===== config.mk =====
export PLATFORM = sky130hd
export DESIGN_NAME = tl45_wb_arbiter
export DESIGN_NICKNAME = d
export VERILOG_FILES = /design/src/rtl/tl45_wb_arbiter.sv
export SDC_FILE = /design/constraint.sdc
export NUM_CORES = 1
export LEC_CHECK = 0
export CAP_MARGIN = 40
export CORE_AREA = 2 2 123 125
export DETAILED_ROUTE_END_ITERATION = 8
export DIE_AREA = 0 0 125 127
export PLACE_DENSITY = 0.57
export SYNTH_ARGS = -nofsm -noshare
export SYNTH_HDL_FRONTEND = slang
export SYNTH_SLANG_ARGS = --single-unit

===== constraint.sdc =====
create_clock -name i_clk -period 3.4 [get_ports i_clk]
set_clock_uncertainty 0.2 [all_clocks]
set_input_delay 0.68 -clock i_clk [delete_from_list [all_inputs] [get_ports i_clk]]
set_output_delay 0.68 -clock i_clk [all_outputs]
set_load 0.02 [all_outputs]

===== src/rtl/tl45_wb_arbiter.sv =====
// Two-master, one-slave pipelined Wishbone arbiter: prefetch (A) and memory stage (B).
// Round-robin on ties, grant held for the owner's whole cycle, watchdog aborts hung cycles.
module tl45_wb_arbiter #(
   parameter int unsigned TIMEOUT = 255
) (
   input  logic        i_clk,
   input  logic        i_reset_n,
   input  logic        i_a_cyc,
   input  logic        i_a_stb,
   input  logic        i_a_we,
   input  logic [29:0] i_a_addr,
   input  logic [31:0] i_a_data,
   input  logic [3:0]  i_a_sel,
   output logic        o_a_ack,
   output logic        o_a_err,
   output logic        o_a_stall,
   output logic [31:0] o_a_data,
   input  logic        i_b_cyc,
   input  logic        i_b_stb,
   input  logic        i_b_we,
   input  logic [29:0] i_b_addr,
   input  logic [31:0] i_b_data,
   input  logic [3:0]  i_b_sel,
   output logic        o_b_ack,
   output logic        o_b_err,
   output logic        o_b_stall,
   output logic [31:0] o_b_data,
   output logic        o_wb_cyc,
   output logic        o_wb_stb,
   output logic        o_wb_we,
   output logic [29:0] o_wb_addr,
   output logic [31:0] o_wb_data,
   output logic [3:0]  o_wb_sel,
   input  logic        i_wb_ack,
   input  logic        i_wb_stall,
   input  logic        i_wb_err,
   input  logic [31:0] i_wb_data
);

   localparam int unsigned CntW = (TIMEOUT == 0) ? 1 : $clog2(TIMEOUT + 1);
   localparam logic [CntW-1:0] TimeoutCnt = CntW'(TIMEOUT);

   typedef enum logic [1:0] {StIdle, StGrantA, StGrantB} state_e;

   state_e          state_q, state_d;
   logic            last_b_q, last_b_d;
   logic [CntW-1:0] cnt_q, cnt_d;
   logic            block_a_q, block_a_d;
   logic            block_b_q, block_b_d;
   logic            err_a_q, err_a_d;
   logic            err_b_q, err_b_d;

   logic            req_a, req_b;
   logic            owner_cyc;
   logic            timeout_hit;
   state_e          pick;

   always_comb begin
      req_a     = i_a_cyc & ~block_a_q;
      req_b     = i_b_cyc & ~block_b_q;
      owner_cyc = ((state_q == StGrantA) & i_a_cyc) | ((state_q == StGrantB) & i_b_cyc);
      timeout_hit = (TIMEOUT != 0) && owner_cyc && (cnt_q == TimeoutCnt)
                    && !i_wb_ack && !i_wb_err;

      if (req_a && req_b) begin
         pick = last_b_q ? StGrantA : StGrantB;
      end else if (req_a) begin
         pick = StGrantA;
      end else if (req_b) begin
         pick = StGrantB;
      end else begin
         pick = StIdle;
      end

      state_d = state_q;
      // An abort always passes through idle so the slave sees cyc drop before any handoff.
      unique case (state_q)
         StIdle:   state_d = pick;
         StGrantA: begin
            if (timeout_hit)   state_d = StIdle;
            else if (!i_a_cyc) state_d = pick;
         end
         StGrantB: begin
            if (timeout_hit)   state_d = StIdle;
            else if (!i_b_cyc) state_d = pick;
         end
         default:  state_d = StIdle;
      endcase

      last_b_d = last_b_q;
      if ((state_d == StGrantA) && (state_q != StGrantA)) last_b_d = 1'b0;
      if ((state_d == StGrantB) && (state_q != StGrantB)) last_b_d = 1'b1;

      err_a_d   = timeout_hit & (state_q == StGrantA);
      err_b_d   = timeout_hit & (state_q == StGrantB);
      block_a_d = (block_a_q & i_a_cyc) | err_a_d;
      block_b_d = (block_b_q & i_b_cyc) | err_b_d;

      if ((TIMEOUT == 0) || (state_q == StIdle) || (state_d != state_q) || i_wb_ack || i_wb_err
          || !owner_cyc) begin
         cnt_d = '0;
      end else begin
         cnt_d = cnt_q + CntW'(1);
      end
   end

   always_ff @(posedge i_clk) begin
      if (!i_reset_n) begin
         state_q   <= StIdle;
         last_b_q  <= 1'b1;
         cnt_q     <= '0;
         block_a_q <= 1'b0;
         block_b_q <= 1'b0;
         err_a_q   <= 1'b0;
         err_b_q   <= 1'b0;
      end else begin
         state_q   <= state_d;
         last_b_q  <= last_b_d;
         cnt_q     <= cnt_d;
         block_a_q <= block_a_d;
         block_b_q <= block_b_d;
         err_a_q   <= err_a_d;
         err_b_q   <= err_b_d;
      end
   end

   always_comb begin
      o_wb_cyc  = 1'b0;
      o_wb_stb  = 1'b0;
      o_wb_we   = 1'b0;
      o_wb_addr = '0;
      o_wb_data = '0;
      o_wb_sel  = '0;
      o_a_ack   = 1'b0;
      o_a_err   = err_a_q;
      o_a_stall = 1'b1;
      o_b_ack   = 1'b0;
      o_b_err   = err_b_q;
      o_b_stall = 1'b1;

      unique case (state_q)
         StIdle: begin
            o_a_stall = i_a_cyc;
            o_b_stall = i_b_cyc;
         end
         StGrantA: begin
            o_wb_cyc  = i_a_cyc;
            o_wb_stb  = i_a_cyc & i_a_stb;
            o_wb_we   = i_a_we;
            o_wb_addr = i_a_addr;
            o_wb_data = i_a_data;
            o_wb_sel  = i_a_sel;
            o_a_ack   = i_wb_ack;
            o_a_err   = err_a_q | i_wb_err;
            o_a_stall = i_wb_stall;
         end
         StGrantB: begin
            o_wb_cyc  = i_b_cyc;
            o_wb_stb  = i_b_cyc & i_b_stb;
            o_wb_we   = i_b_we;
            o_wb_addr = i_b_addr;
            o_wb_data = i_b_data;
            o_wb_sel  = i_b_sel;
            o_b_ack   = i_wb_ack;
            o_b_err   = err_b_q | i_wb_err;
            o_b_stall = i_wb_stall;
         end
         default: ;
      endcase
   end

   assign o_a_data = i_wb_data;
   assign o_b_data = i_wb_data;

endmodule

# After elaboration in Yosys (flattened, before gate mapping)
# Index checks and enable logic that the tools add are counted.
dict set report word_totals {
  reg_bits 15
  inputBits 175
  output_inout_bits 139
  elab_cells 71
}
dict set report classes {
  addsub 1
  eq_ne 8
  mux 21
  bitwise 18
  reduce_logical 16
}
# cell n
set op_table {}
lappend op_table {{$pmux W32 S2} 1}
lappend op_table {{$pmux W30 S2} 1}
lappend op_table {{$mux W2} 8}
lappend op_table {{$and A1 B1 Y1} 10}
lappend op_table {{$pmux W1 S2} 5}
lappend op_table {{$add A8 B1 Y8 const B} 1}
lappend op_table {{$eq A8 B8 Y1 const B} 1}
lappend op_table {{$pmux W4 S2} 1}
lappend op_table {{$logic_and A1 B1 Y1} 6}
lappend op_table {{$pmux W2 S3} 1}
lappend op_table {{$or A1 B1 Y1} 5}
lappend op_table {{$eq A2 B1 Y1 const B} 2}
lappend op_table {{$eq A2 B2 Y1 const B} 2}
lappend op_table {{$logic_or A1 B1 Y1} 4}
lappend op_table {{$mux W1} 4}
lappend op_table {{$reduce_or A2 Y1} 2}
lappend op_table {{$logic_not A1 Y1} 3}
lappend op_table {{$not A1 Y1} 3}
lappend op_table {{$logic_not A2 Y1} 1}
lappend op_table {{$ne A2 B1 Y1 const B} 1}
lappend op_table {{$ne A2 B2 Y1} 1}
lappend op_table {{$ne A2 B2 Y1 const B} 1}

# Depth between registers and ports, before layout
# Gate-level depths: netlist of the first run.
dict set report depth {
  word_depth 14
  mapped_depth 9
  ltp_nobuf 7
}

# Worst setup path before layout of the first run
# Ideal clock, no wire load.
dict set report synth_path {
  kind {register to output}
  startpoint {reg state_q[0]}
  endpoint {out o_wb_data[31]}
  t_arrival_ns 1.798
  required_ns 2.520
  slack_ns 0.722
  path_stages_with_launch 7
  path_buffers 3
  path_cell_list {dfxtp_1 ha_1 clkbuf_2 clkbuf_1 buf_1 a22oi_1 nor2b_1}
}
dict set report synth_via {
  elab_chain_len 2
  elab_cells_between_ends 3
  classes_between {eq/ne (2); mux (1)}
}
# element line_no
set synth_rtl {}
lappend synth_rtl {{start: declaration} 45} ;# state_e state_q, state_d;
lappend synth_rtl {{start signal: assignment} 109} ;# state_q <= StIdle;
lappend synth_rtl {{start signal: assignment} 117} ;# state_q <= state_d;
lappend synth_rtl {{$eq A2 B2 Y1 or $eq A2 B1 Y1 (tied branches)} 141} ;# unique case (state_q)
lappend synth_rtl {{$pmux W32 S2 (*)} 141}
lappend synth_rtl {{end: declaration} 32} ;# output logic [31:0] o_wb_data,
# Every way passes the cells marked *; elsewhere a longest branch is shown, timed or not.

# Final worst setup path of the first run
dict set report layout_path {
  startpoint {reg state_q[0]}
  endpoint {out o_wb_data[13]}
}
# The elaborated chain is that of the path after synthesis.

==> impl_summary.md, run 1 <==
Run status
The flow ran to the end, and the final reports show no timing, DRC or antenna violations.

GRT
The total overflow left after global routing is 0. The number of antenna violations at the first check in global routing is 1. The global router's overall resource usage is 12.80%.

The first global-routing pass estimated 16610 um of wire. The number of global-route vias before repair is 2960. Entering global routing, the biggest net connects 50 pins.

Worst hold path
The endpoint with the worst hold slack is cnt_q[0]. The startpoint of the worst hold path is cnt_q[0]. The cell depth of the worst min-delay path is 1. The type of the most critical hold path is reg2reg.

Timing
The setup TNS after final layout is 0 ps. The worst path uses 95.94% of the clock period. The number of pins with negative max-slew slack in the final report came to 0.

The final-report hold violation count is 0. The tightest slew margin relative to the limit is 67.51%. Setup repair after global routing left no endpoint under its margin. For the pin with the worst max-slew slack, the measured transition is 481.2 ps. The total setup violations reported at the end of the flow is 0. The top achievable clock speed is 0.3066 GHz. The time the final worst path needs with I/O delays and setup is 3262 ps.

Finish
In the final layout, the share of cells above drive strength 1 is 4.095%. In the layout the commonest cells are sky130_fd_sc_hd__clkdlybuf4s50_1, sky130_fd_sc_hd__nor2b_1, sky130_fd_sc_hd__a22oi_1, sky130_fd_sc_hd__dfxtp_1, sky130_fd_sc_hd__nor4b_1. The count of antenna diodes in the layout is 0.

For this run, the post-layout net count is 645. The layout overhead on the synthesized area is 80.70%. The library cell used most frequently in the layout, excluding fill and tap cells, is sky130_fd_sc_hd__clkdlybuf4s50_1. Once layout is complete, the utilization of the core stands at 30.79%.

Yosys
In this run, synthesis produced a sequential element count of 15. The mapped netlist covers 2457 sq um. The count of flip-flops with a built-in enable after synthesis is 0. The count of unique library cells instantiated by Yosys is 43.

Summing the areas of all fa, ha and maj instances in the mapped netlist gives 2.546% of the synthesized area. After synthesis, the largest family of logic cells by area is simple AND/OR/NAND/NOR gates. The register area share after synthesis is 12.22%. Of all flip-flops after synthesis, the portion carrying an async set or reset was 0%. The post-synthesis net count is 506. Counting every instance in the synthesized netlist gives 326. The mux contribution to synthesized area is 0%. The average instance in the mapped netlist occupies 7.538 sq um. Of the total synthesized cell area, the portion taken by AND, OR, NAND and NOR gates is 30.35%. The leading register cell type out of synthesis is sky130_fd_sc_hd__dfxtp_1.

After Yosys synthesis, XOR and XNOR cells account for 2.138% of the synthesized area. The number of synthesis warnings is 0. The post-synthesis compound-gate area fraction is 27.04%.

Clocking
The longest clock path from root to sink contains 2 buffers. TritonCTS built the clock tree. The clock-pin slew on the worst setup and hold paths is 50 ps. The clock latency on the worst-skew pair is 250 ps. CTS built an H-tree with a depth of 1. The clock net sink count is 15. Counting the buffers created by CTS gives 3. CTS placed an instance of sky130_fd_sc_hd__clkbuf_16 at the clock tree root.

The number of hold buffers added after cts is 0.

Setup path
The destination of the worst register-to-register timing path is cnt_q[1]. On the worst path, the slowest cell contributes a delay of 620 ps. The worst flop-to-flop path startpoint is state_q[0].

The cell with the biggest individual delay on the critical path is sky130_fd_sc_hd__clkdlybuf4s50_1. The largest driver fanout on the critical path is 25. In this run the register-to-register setup slack is 810 ps.

The endpoint class of the critical path is a primary output. The critical path in this run is classified as reg2out. At the worst endpoint, the arrival time is 2380 ps. The signal on the critical path passes through inv_1 -> ha_2 -> buf_4 -> a22oi_1 -> nor2b_1 -> clkdlybuf4s50_1. Data on the critical path is required at its endpoint by 2520 ps. STA classifies the critical path startpoint as a register. The depth of the worst register-to-register path is 8.

Routing
The iteration-0 DRC count of the detailed router is 123. The count of nets left with antenna violations once routing finished came out at 0. The count of vias placed by the detailed router is 2876. The first-pass detailed-route iteration total is 4. The routed wirelength normalized by instance count is 17.00 um. The detail-routed via count per cell is 4.438. In the routed design, unresolved DRC markers number 0.

The routed design has 11020 um of wire.

Pwr
The total power divided by cell area is 253.1 nW/um^2. The leakage power figure is 1.405 nW. The peak supply drop is 0.1390 mV.

Die
The height of the die is 127 um. The count of boundary I/O pins is 314. The starting density of the core is 17.04%. The floorplan step defined a core boundary enclosing 14420 sq um.

The number of core rows is 44. The floorplan die width is 125 um. The die covers 15880 sq um.

Placement
The port buffer count is 217. The HPWL after detailed placement is 8844 um. The final weighted congestion in routability-driven placement is 0.7839.

Flow run
The reported max-cap violation count is 0.
[timing repair]
item | in CTS | in global routing
endpoints found under the hold margin | 0 | 0
setup endpoints to repair | 0 | 16
buffers inserted | 0 | 0
gates resized for setup | 0 | 1
[where the power goes]
part           switching (mW)  internal [mW]  leakage, nW  total (mW)
registers             0.00729          0.181        0.121       0.189
clock network          0.0721          0.157       0.0409       0.229
logic                   0.320          0.386         1.24       0.706
total                   0.399          0.725         1.40        1.12
[critical path: cells and delay by family (launching register included)]
kind / cells / cell delay (ps)
buffers and inverters: 3 / 1080
DFF: 1 / 410
adders and majority gates: 1 / 310
AOI/OAI and AO/OA: 1 / 180
and+or+nand+nor: 1 / 140
[per-layer routing]
metal  vias to the layer above  routed length, um  track usage, %
met5                         -                 12               0
met4                         2                153           3.268
met3                        23                763           2.848
met2                       132               5712           23.34
met1                      1345               4376           15.22
li1                       1374                  -               -
[cell usage after synthesis, types with 2 or more instances]
library cell               count  area [sq um]
sky130_fd_sc_hd__and3_1        6         37.54
sky130_fd_sc_hd__nor3b_1       2         15.01
sky130_fd_sc_hd__buf_1         4         15.01
sky130_fd_sc_hd__clkbuf_1     19         71.32
sky130_fd_sc_hd__a22oi_1      71         533.0
sky130_fd_sc_hd__xor2_1        2         17.52
sky130_fd_sc_hd__o21ai_0       2         10.01
sky130_fd_sc_hd__xnor2_1       4         35.03
sky130_fd_sc_hd__buf_4        64         480.5
sky130_fd_sc_hd__nand2_1       2         7.510
sky130_fd_sc_hd__dfxtp_1      15         300.3
sky130_fd_sc_hd__a21o_1        2         15.01
sky130_fd_sc_hd__nor2_1        5         18.77
sky130_fd_sc_hd__nor4b_1       8         70.07
sky130_fd_sc_hd__and2_1        5         31.28
sky130_fd_sc_hd__nor2b_1      72         450.4
sky130_fd_sc_hd__buf_6         3         33.78
sky130_fd_sc_hd__nand3_1       5         25.02
sky130_fd_sc_hd__ha_1          5         62.56
sky130_fd_sc_hd__inv_1         7         26.28
[state kept, by name (all words and copies together), names as in the netlist]
| signal | flops |
|---|---|
| cnt_q | 8 |
| state_q | 2 |
| block_a_q | 1 |
| block_b_q | 1 |
| err_a_q | 1 |
| err_b_q | 1 |
| last_b_q | 1 |
[logic make-up (layout without fill, tap and decap cells)]
logic type | after synthesis | in the layout
fa+ha+maj | 5 | 5
compound gates | 87 | 87
simple gates | 115 | 115
xor+xnor | 6 | 6
buf+inv | 98 | 236
flops | 15 | 15
[stage by stage]
stage / std cells / hold WS [ps] / power, mW / worst slack [ps] / area [sq um]
detailed placement: 644 / 292.5 / 0.8996 / 176.3 / 4357
finish: 648 / 297.9 / 1.124 / 138.0 / 4441
global placement: 644 / 261.8 / 0.8940 / 183.9 / 4357
floorplan: 326 / 250.9 / 0.6417 / 722.1 / 2457
CTS: 648 / 302.4 / 1.135 / 78.41 / 4437
global route: 648 / 335.0 / 1.185 / 1.211 / 4441
[worst max path at each step]
stage                           from  slack, ps  cells past startpoint       endpoint
after floorplan           state_q[0]        720                      6  o_wb_data[31]
after global placement       i_a_cyc        180                      5       o_wb_stb
after detailed placement     i_a_cyc        180                      5       o_wb_stb
after CTS                 state_q[0]         80                      5    o_wb_sel[3]
after global routing      state_q[0]          1                      6  o_wb_data[10]
final                     state_q[0]        140                      6  o_wb_data[13]
[area by class of cell]
type,instances,area [sq um]
fill,1526,9983
timing repair buffer,225,2273
multi-input combinational,213,1530
sequential,15,300.3
tap,184,230.2
clock buffer,3,75.07
inverter,7,26.28
clock inverter,1,5.005
Note: power is estimated with default switching activity, not from simulation.
==> inputs of run 2 (changes only) <==
--- a/config.mk
+++ b/config.mk
@@ -5,7 +5,6 @@
 export SDC_FILE = /design/constraint.sdc
 export NUM_CORES = 1
 export LEC_CHECK = 0
-export CAP_MARGIN = 40
 export CORE_AREA = 2 2 123 125
 export DETAILED_ROUTE_END_ITERATION = 8
 export DIE_AREA = 0 0 125 127
==> results of run 2 <==
Same layout as run 1: the final DEF is identical, and so are final timing and power.
